$ cat src/rtl/i2c_pkg.sv
// Shared types and constants for the i2c bus arbiter slice.
package i2c_pkg;
  localparam int I2C_ADDR_W = 7;
  localparam int I2C_DATA_W = 8;
  localparam logic RW_WRITE = 1'b0;
  localparam logic RW_READ  = 1'b1;

  typedef enum logic [2:0] {
    ST_IDLE   = 3'd0,
    ST_ARB    = 3'd1,
    ST_LAUNCH = 3'd2,
    ST_RUN    = 3'd3,
    ST_DONE   = 3'd4
  } arb_state_t;
endpackage

$ cat src/rtl/i2c_bus_arbiter_if.sv
// Client request/response bundle plus the single i2c_master handshake.
interface i2c_bus_arbiter_if #(parameter int NUM_REQ = 4);
   // client side
   logic [NUM_REQ-1:0]                          req;
   logic [NUM_REQ-1:0][i2c_pkg::I2C_ADDR_W-1:0] req_addr;
   logic [NUM_REQ-1:0]                          req_rw;
   logic [NUM_REQ-1:0][i2c_pkg::I2C_DATA_W-1:0] req_wdata;
   logic [NUM_REQ-1:0]                          grant;
   logic [NUM_REQ-1:0]                          done;
   logic [i2c_pkg::I2C_DATA_W-1:0]              rdata;
   logic                                        err;
   // master side
   logic                                        m_start;
   logic [i2c_pkg::I2C_ADDR_W-1:0]              m_addr;
   logic                                        m_rw;
   logic [i2c_pkg::I2C_DATA_W-1:0]              m_wdata;
   logic [i2c_pkg::I2C_DATA_W-1:0]              m_rdata;
   logic                                        m_busy;

   modport slave (
      input  req, req_addr, req_rw, req_wdata, m_rdata, m_busy,
      output grant, done, rdata, err, m_start, m_addr, m_rw, m_wdata
   );

   modport master (
      output req, req_addr, req_rw, req_wdata, m_rdata, m_busy,
      input  grant, done, rdata, err, m_start, m_addr, m_rw, m_wdata
   );
endinterface

$ cat src/rtl/rr_arbiter.sv
// Combinational round-robin pick: first set req scanning upward from ptr with wrap.
module rr_arbiter #(
   parameter int N     = 4,
   parameter int IDX_W = $clog2(N)
) (
   input  logic [N-1:0]     req,
   input  logic [IDX_W-1:0] ptr,
   output logic [N-1:0]     gnt,
   output logic [IDX_W-1:0] idx,
   output logic             vld
);
   logic [IDX_W-1:0] cand;

   function automatic logic [IDX_W-1:0] wrap_add(input logic [IDX_W-1:0] p, input int k);
      int s;
      s = int'(p) + k;
      if (s >= N) s = s - N;
      return IDX_W'(s);
   endfunction

   always_comb begin
      gnt  = '0;
      idx  = '0;
      vld  = 1'b0;
      cand = '0;
      for (int k = 0; k < N; k++) begin
         cand = wrap_add(ptr, k);
         if (!vld && req[cand]) begin
            vld       = 1'b1;
            idx       = cand;
            gnt[cand] = 1'b1;
         end
      end
   end
endmodule

$ cat src/rtl/i2c_bus_arbiter.sv
// Round-robin sharing of one i2c_master among NUM_REQ clients.
// Optional launch/run watchdog: define I2C_ARB_TIMEOUT_EN.
module i2c_bus_arbiter
   import i2c_pkg::*;
#(
   parameter int          NUM_REQ    = 4,
   parameter logic [15:0] LAUNCH_MAX = 16'd4000
) (
   input logic               clk,
   input logic               reset,
   i2c_bus_arbiter_if.slave  bus
);
   localparam int IDX_W = $clog2(NUM_REQ);

   arb_state_t         state, state_nxt;
   logic [IDX_W-1:0]   ptr;
   logic [NUM_REQ-1:0] win_gnt;
   logic [IDX_W-1:0]   win_idx;
   logic               win_vld;
   logic               tmo;

   rr_arbiter #(.N(NUM_REQ), .IDX_W(IDX_W)) u_rr (
      .req (bus.req),
      .ptr (ptr),
      .gnt (win_gnt),
      .idx (win_idx),
      .vld (win_vld)
   );

`ifdef I2C_ARB_TIMEOUT_EN
   logic [15:0] tmo_cnt;

   always_ff @(posedge clk) begin
      if (reset || state_nxt != state) tmo_cnt <= '0;
      else if (state == ST_LAUNCH || state == ST_RUN) tmo_cnt <= tmo_cnt + 16'd1;
   end

   assign tmo = (state == ST_LAUNCH || state == ST_RUN) && (tmo_cnt == LAUNCH_MAX - 16'd1);
`else
   logic unused_launch_max;
   assign unused_launch_max = ^LAUNCH_MAX;
   assign tmo = 1'b0;
`endif

   always_ff @(posedge clk) begin
      if (reset) state <= ST_IDLE;
      else       state <= state_nxt;
   end

   always_comb begin
      state_nxt = state;
      unique case (state)
         ST_IDLE:   if (|bus.req) state_nxt = ST_ARB;
         // req may have dropped between IDLE and ARB; fall back quietly
         ST_ARB:    state_nxt = win_vld ? ST_LAUNCH : ST_IDLE;
         ST_LAUNCH: if (tmo) state_nxt = ST_DONE;
                    else if (bus.m_start && bus.m_busy) state_nxt = ST_RUN;
         ST_RUN:    if (tmo || !bus.m_busy) state_nxt = ST_DONE;
         ST_DONE:   state_nxt = ST_IDLE;
         default:   state_nxt = ST_IDLE;
      endcase
   end

   always_ff @(posedge clk) begin
      if (reset) begin
         bus.grant   <= '0;
         bus.done    <= '0;
         bus.rdata   <= '0;
         bus.err     <= 1'b0;
         bus.m_start <= 1'b0;
         bus.m_addr  <= '0;
         bus.m_rw    <= RW_WRITE;
         bus.m_wdata <= '0;
         ptr         <= '0;
      end else begin
         bus.done <= '0;
         bus.err  <= 1'b0;
         unique case (state)
            ST_ARB: if (win_vld) begin
               bus.grant   <= win_gnt;
               bus.m_addr  <= bus.req_addr[win_idx];
               bus.m_rw    <= bus.req_rw[win_idx];
               bus.m_wdata <= bus.req_wdata[win_idx];
               ptr         <= (win_idx == IDX_W'(NUM_REQ-1)) ? '0 : win_idx + IDX_W'(1);
               // a busy master is still finishing someone else's job: hold start off
               bus.m_start <= !bus.m_busy;
            end
            ST_LAUNCH: begin
               if (tmo) begin
                  bus.m_start <= 1'b0;
                  bus.done    <= bus.grant;
                  bus.err     <= 1'b1;
                  bus.rdata   <= 8'hFF;
               end else if (!bus.m_start && !bus.m_busy) begin
                  bus.m_start <= 1'b1;
               end else if (bus.m_start && bus.m_busy) begin
                  bus.m_start <= 1'b0;
               end
            end
            ST_RUN: begin
               if (tmo) begin
                  bus.done  <= bus.grant;
                  bus.err   <= 1'b1;
                  bus.rdata <= 8'hFF;
               end else if (!bus.m_busy) begin
                  bus.done <= bus.grant;
                  if (bus.m_rw == RW_READ) bus.rdata <= bus.m_rdata;
               end
            end
            ST_DONE: bus.grant <= '0;
            default: ;
         endcase
      end
   end
endmodule

$ cat src/flat_wrapper.sv
// flat-port wrapper written by rule: the top's interface ports become plain ports
module i2c_bus_arbiter_flat import i2c_pkg::*;
#(
   parameter int          NUM_REQ    = 4,
   parameter logic [15:0] LAUNCH_MAX = 16'd4000
)
  (clk, reset, bus_req, bus_req_addr, bus_req_rw, bus_req_wdata, bus_m_rdata, bus_m_busy, bus_grant, bus_done, bus_rdata, bus_err, bus_m_start, bus_m_addr, bus_m_rw, bus_m_wdata);
  i2c_bus_arbiter_if #(.NUM_REQ(NUM_REQ)) bus_i ();
  input logic clk;
  input logic reset;
  input wire logic [$bits(bus_i.req)-1:0] bus_req;
  input wire logic [$bits(bus_i.req_addr)-1:0] bus_req_addr;
  input wire logic [$bits(bus_i.req_rw)-1:0] bus_req_rw;
  input wire logic [$bits(bus_i.req_wdata)-1:0] bus_req_wdata;
  input wire logic [$bits(bus_i.m_rdata)-1:0] bus_m_rdata;
  input wire logic [$bits(bus_i.m_busy)-1:0] bus_m_busy;
  output wire logic [$bits(bus_i.grant)-1:0] bus_grant;
  output wire logic [$bits(bus_i.done)-1:0] bus_done;
  output wire logic [$bits(bus_i.rdata)-1:0] bus_rdata;
  output wire logic [$bits(bus_i.err)-1:0] bus_err;
  output wire logic [$bits(bus_i.m_start)-1:0] bus_m_start;
  output wire logic [$bits(bus_i.m_addr)-1:0] bus_m_addr;
  output wire logic [$bits(bus_i.m_rw)-1:0] bus_m_rw;
  output wire logic [$bits(bus_i.m_wdata)-1:0] bus_m_wdata;
  assign bus_i.req = bus_req;
  assign bus_i.req_addr = bus_req_addr;
  assign bus_i.req_rw = bus_req_rw;
  assign bus_i.req_wdata = bus_req_wdata;
  assign bus_i.m_rdata = bus_m_rdata;
  assign bus_i.m_busy = bus_m_busy;
  assign bus_grant = bus_i.grant;
  assign bus_done = bus_i.done;
  assign bus_rdata = bus_i.rdata;
  assign bus_err = bus_i.err;
  assign bus_m_start = bus_i.m_start;
  assign bus_m_addr = bus_i.m_addr;
  assign bus_m_rw = bus_i.m_rw;
  assign bus_m_wdata = bus_i.m_wdata;
  i2c_bus_arbiter #(.NUM_REQ(NUM_REQ), .LAUNCH_MAX(LAUNCH_MAX)) u_core (.clk(clk), .reset(reset), .bus(bus_i));
endmodule
$ cat config.mk
export PLATFORM = sky130hd
export DESIGN_NAME = i2c_bus_arbiter_flat
export DESIGN_NICKNAME = d
export VERILOG_FILES = /design/src/rtl/i2c_pkg.sv /design/src/rtl/i2c_bus_arbiter_if.sv /design/src/rtl/rr_arbiter.sv /design/src/rtl/i2c_bus_arbiter.sv /design/src/flat_wrapper.sv
export SDC_FILE = /design/constraint.sdc
export NUM_CORES = 1
export LEC_CHECK = 0
export BUFFER_PORTS_ARGS = -buffer_cell sky130_fd_sc_hd__buf_2
export CAP_MARGIN = 30
export CELL_PAD_IN_SITES_DETAIL_PLACEMENT = 1
export CELL_PAD_IN_SITES_GLOBAL_PLACEMENT = 1
export CORE_ASPECT_RATIO = 1.75
export CORE_UTILIZATION = 34
export CTS_CLUSTER_SIZE = 30
export DETAILED_ROUTE_END_ITERATION = 10
export PLACE_DENSITY = 0.8
export SYNTH_ARGS = -nofsm -noshare
export SYNTH_HDL_FRONTEND = slang
export SYNTH_SLANG_ARGS = --single-unit
$ cat constraint.sdc
create_clock -name clk -period 4.3 [get_ports clk]
set_input_delay 0.86 -clock clk [delete_from_list [all_inputs] [get_ports clk]]
set_output_delay 0.86 -clock clk [all_outputs]
set_load 0.05 [all_outputs]
==> metrics.log <==
[metrics] Worst Hold Path EP: u_core.bus.grant[0]
[metrics] number of warnings reported in the yosys synthesis log: 0
[metrics] number of enable flip-flop cells after synthesis: 0
[metrics] dominant synthesized flop cell: dfxtp_1
[metrics] setup TNS: 0 ps
[metrics] category of the worst setup path capture point: register
[metrics] cells traversed along the worst timing path: inv_1, ha_1, or3b_1, a2111o_1, nand3_2, o21ai_2, buf_4, mux4_1, a22o_1
[metrics] cell with the largest stage delay on the worst path: dfxtp_1
[metrics] overall die height: 109 µm
[metrics] count of distinct cell types in the synthesized netlist: 40
[metrics] longest individual stage delay on the worst path: 600 ps
[metrics] top achievable clock speed: 304 MHz
[metrics] maximum fanout along the worst path: 17
[metrics] RSZ-0062 raised after global routing: false
[metrics] clock buffer count from CTS: 5
[metrics] Yosys reg bits: 38
[metrics] clock buffer depth: 2
[metrics] number of diodes added for antenna fixing: 0
[metrics] Hold WC Path Type: reg2reg
[metrics] GP Congestion: 0.795
[metrics] RR Startpoint: u_core.ptr[1]
[metrics] ratio of routed vias to standard cells: 5.46
[metrics] horizontal extent of the die: 63.4 µm
[metrics] WS Path Type: reg2reg
[metrics] clk_skew: 12.4 ps
[metrics] CTS-repair resized insts: 0
[metrics] length of the first detailed-routing pass in iterations: 4
[metrics] Sw Ratio: 38.2%
[metrics] routed len/inst: 17.0 µm
[metrics] signal arrival time at the worst endpoint: 3480 ps
[metrics] net load switching power: 0.443 mW
[metrics] total congestion overflow after global routing: 0
[metrics] Static Leak: 1.40 nW
[metrics] leading cell types in the layout, fill and taps excluded: buf_2, dfxtp_1, a21oi_1, a22o_1, nor2_1
[metrics] syn_area_per_cell: 10.6 µm²
[metrics] antenna-violating nets left: 0
[metrics] Synthesized Nets: 297
[metrics] Hold Path Stages: 1
[metrics] area share of the largest cell type after synthesis: 33.9%
[metrics] combined global-route utilization of all metal layers: 19.2%
[metrics] net total in the final layout: 403
[metrics] number of global-route vias before repair: 2219
[metrics] CTS Hold Bufs: 0
[metrics] area of the core: 6280 µm²
[metrics] most common cell after layout, fill and taps aside: buf_2
[metrics] number of remaining DRC errors: 0
[metrics] transition at the pin with the smallest max-transition slack: 516 ps
[metrics] Setup Fix Bufs, Post-CTS: 0
[metrics] cell area after synthesis: 2240 µm²
[metrics] post-DP HPWL: 5.41 mm
[metrics] post-layout instance count excluding filler cells: 398
[metrics] final number of setup-violating endpoints: 0
[metrics] IO Port Bufs: 111
[metrics] final count of hold timing violations: 0
[metrics] synth-to-layout area growth: 31.6%
[metrics] # clock sinks: 38
[metrics] end of the worst register-to-register path: u_core.bus.m_addr[0]
[metrics] total die area: 6940 µm²
[metrics] maximum level of the CTS H-tree: 2
[metrics] share of power burned in registers: 35.5%
[metrics] register-to-register setup slack: 1010 ps
[metrics] standard-cell row count: 38
[metrics] nature of the critical path startpoint: register
[metrics] later-pin clock latency in the skew report: 290 ps
[metrics] Tcrit/Tclk final: 76.5%
[metrics] clock network fraction of total power: 22.4%
[metrics] top-level I/O count: 113
[metrics] main area contributors after synthesis: dfxtp_1, mux4_2, mux4_1, a22o_1, mux2i_1
[metrics] Logic pwr share: 42.1%
[metrics] clock tree from TritonCTS: yes
[metrics] cell-internal power: 0.718 mW
[metrics] Worst Min Path Start: u_core.bus.grant[0]
[metrics] run status: completed
[metrics] PwrDens: 394 nW/µm²
[metrics] cell at the root of the clock tree: clkbuf_8
[metrics] filler cell count: 779
[metrics] maximum number of pins on one net before global-route repair: 19
[metrics] instance count of the mapped netlist: 211
[metrics] depth of the worst register-to-register path: 9
[metrics] initial standard-cell utilization of the core: 35.7%
[metrics] worst IR drop on VDD: 0.000149 V
[metrics] clock transition at the registers of the reported paths: 80 ps
[metrics] number of DRC markers in iteration 0: 121
[metrics] min cycle time layout: 3290 ps
[metrics] share of synthesized flip-flops with an asynchronous set or reset: 0%
[metrics] via count: 2173
[metrics] Max-Slew Margin vs Limit: 65.3%
[metrics] Cell Count Post-Placement: 390
[metrics] required time reported for the critical path endpoint: 4490 ps
[metrics] first-pass GRT wire length: 10.4 mm
[metrics] routed wire length: 6.78 mm
[metrics] Slew Viols, Final: 0
[metrics] antenna violations before repair: 0
[metrics] share of layout cells above drive strength 1: 44.7%
[metrics] number of max-capacitance violations reported: 0
[metrics] dominant cell type by area after synthesis: dfxtp_1
[metrics] proportion of synthesized chip area in sequential cells: 33.9%
## stage by stage
step	power, mW	hold WS [ps]	setup WS, ps	utilization (%)	cell area (µm²)
6_report	1.16	483	1010	47.0	2950
5_1_grt	1.23	503	824	47.0	2950
4_1_cts	1.17	481	990	47.0	2950
3_5_place_dp	0.912	464	1010	45.5	2860
3_3_place_gp	0.893	458	1120	45.5	2860
2_1_floorplan	0.788	595	1110	-	2240
## flip-flops by register name (all words and copies together), names as in the netlist
signal	cells
u_core.bus.done	4
u_core.bus.grant	4
u_core.bus.m_addr	7
u_core.bus.m_rw	1
u_core.bus.m_start	1
u_core.bus.m_wdata	8
u_core.bus.rdata	8
u_core.ptr	2
u_core.state	3
## routing by layer
layer / track usage (%) / vias up / share of wire, %
met5: 0 / - / 0
met4: 9.25 / 0 / 3.1
met3: 3.32 / 15 / 4.5
met2: 38.1 / 76 / 59
met1: 18.4 / 1058 / 34
li1: - / 1024 / -
## worst max-delay path by stage
| stage | start | depth (start not counted) | end | slack (ps) |
|---|---|---|---|---|
| floorplan | u_core.ptr[1] | 11 | u_core.bus.m_rw | 1110 |
| global placement | u_core.ptr[1] | 9 | u_core.bus.m_rw | 1120 |
| detailed placement | u_core.ptr[1] | 9 | u_core.bus.m_addr[0] | 1010 |
| CTS | u_core.ptr[1] | 9 | u_core.bus.m_addr[0] | 990 |
| global route | u_core.ptr[1] | 9 | u_core.bus.m_addr[0] | 820 |
| finish | u_core.ptr[1] | 9 | u_core.bus.m_addr[0] | 1010 |
## cell type report
class / instances / area [µm²] / share of cell area, %
Clock inverter: 2 / 12.5 / 0.424
Multi-Input combinational cell: 151 / 1380 / 46.9
Clock buffer: 6 / 82.6 / 2.80
Sequential cell: 38 / 761 / 25.8
Timing Repair Buffer: 116 / 593 / 20.1
Inverter: 5 / 18.8 / 0.636
Tap cell: 80 / 100 / 3.39
## power by group through the flow
| stage | Sequential [mW] | Clock (mW) | Combinational (mW) |
|---|---|---|---|
| 2_1_floorplan | 0.502 | 0 | 0.286 |
| 3_3_place_gp | 0.418 | 0 | 0.475 |
| 3_5_place_dp | 0.420 | 0 | 0.492 |
| 4_1_cts | 0.413 | 0.266 | 0.493 |
| 5_1_grt | 0.417 | 0.286 | 0.524 |
| 6_report | 0.413 | 0.260 | 0.489 |
## synthesized netlist by cell type (all sizes together) (3+ instances only)
cell type and n:
buf 6, nor3 5, o2bb2ai 4, ha 7
nand3 7, o221ai 4, a21oi 19, mux2 3
clkbuf 11, o21ai 3, dfxtp 38, and2 8
o22ai 3, a22o 16, nor2 14, nand2b 6
inv 5, nand2 4, nor4 4, mux4 17
mux2i 12
## worst max-delay path: cells and delay by family, from the launching register on
family | cells | cell delay [ps]
AO/OA/AOI/OAI | 3 | 690
adder cells (fa/ha/maj) | 1 | 440
buffers and inverters | 2 | 420
flip-flops | 1 | 600
multiplexers | 1 | 500
AND/OR/NAND/NOR | 2 | 540
## cells by family (layout without fill, tap and decap cells)
group	count (synthesis)	in the layout	synth area share, %
compound gates	56	56	19.0
simple gates	54	54	12.8
flops	38	38	33.9
mux	32	32	25.1
buf+inv	22	129	4.69
fa+ha+maj	7	7	3.91
other cells	1	1	0.167
xor+xnor	1	1	0.391
No activity file was read; power rests on OpenSTA's default activity.
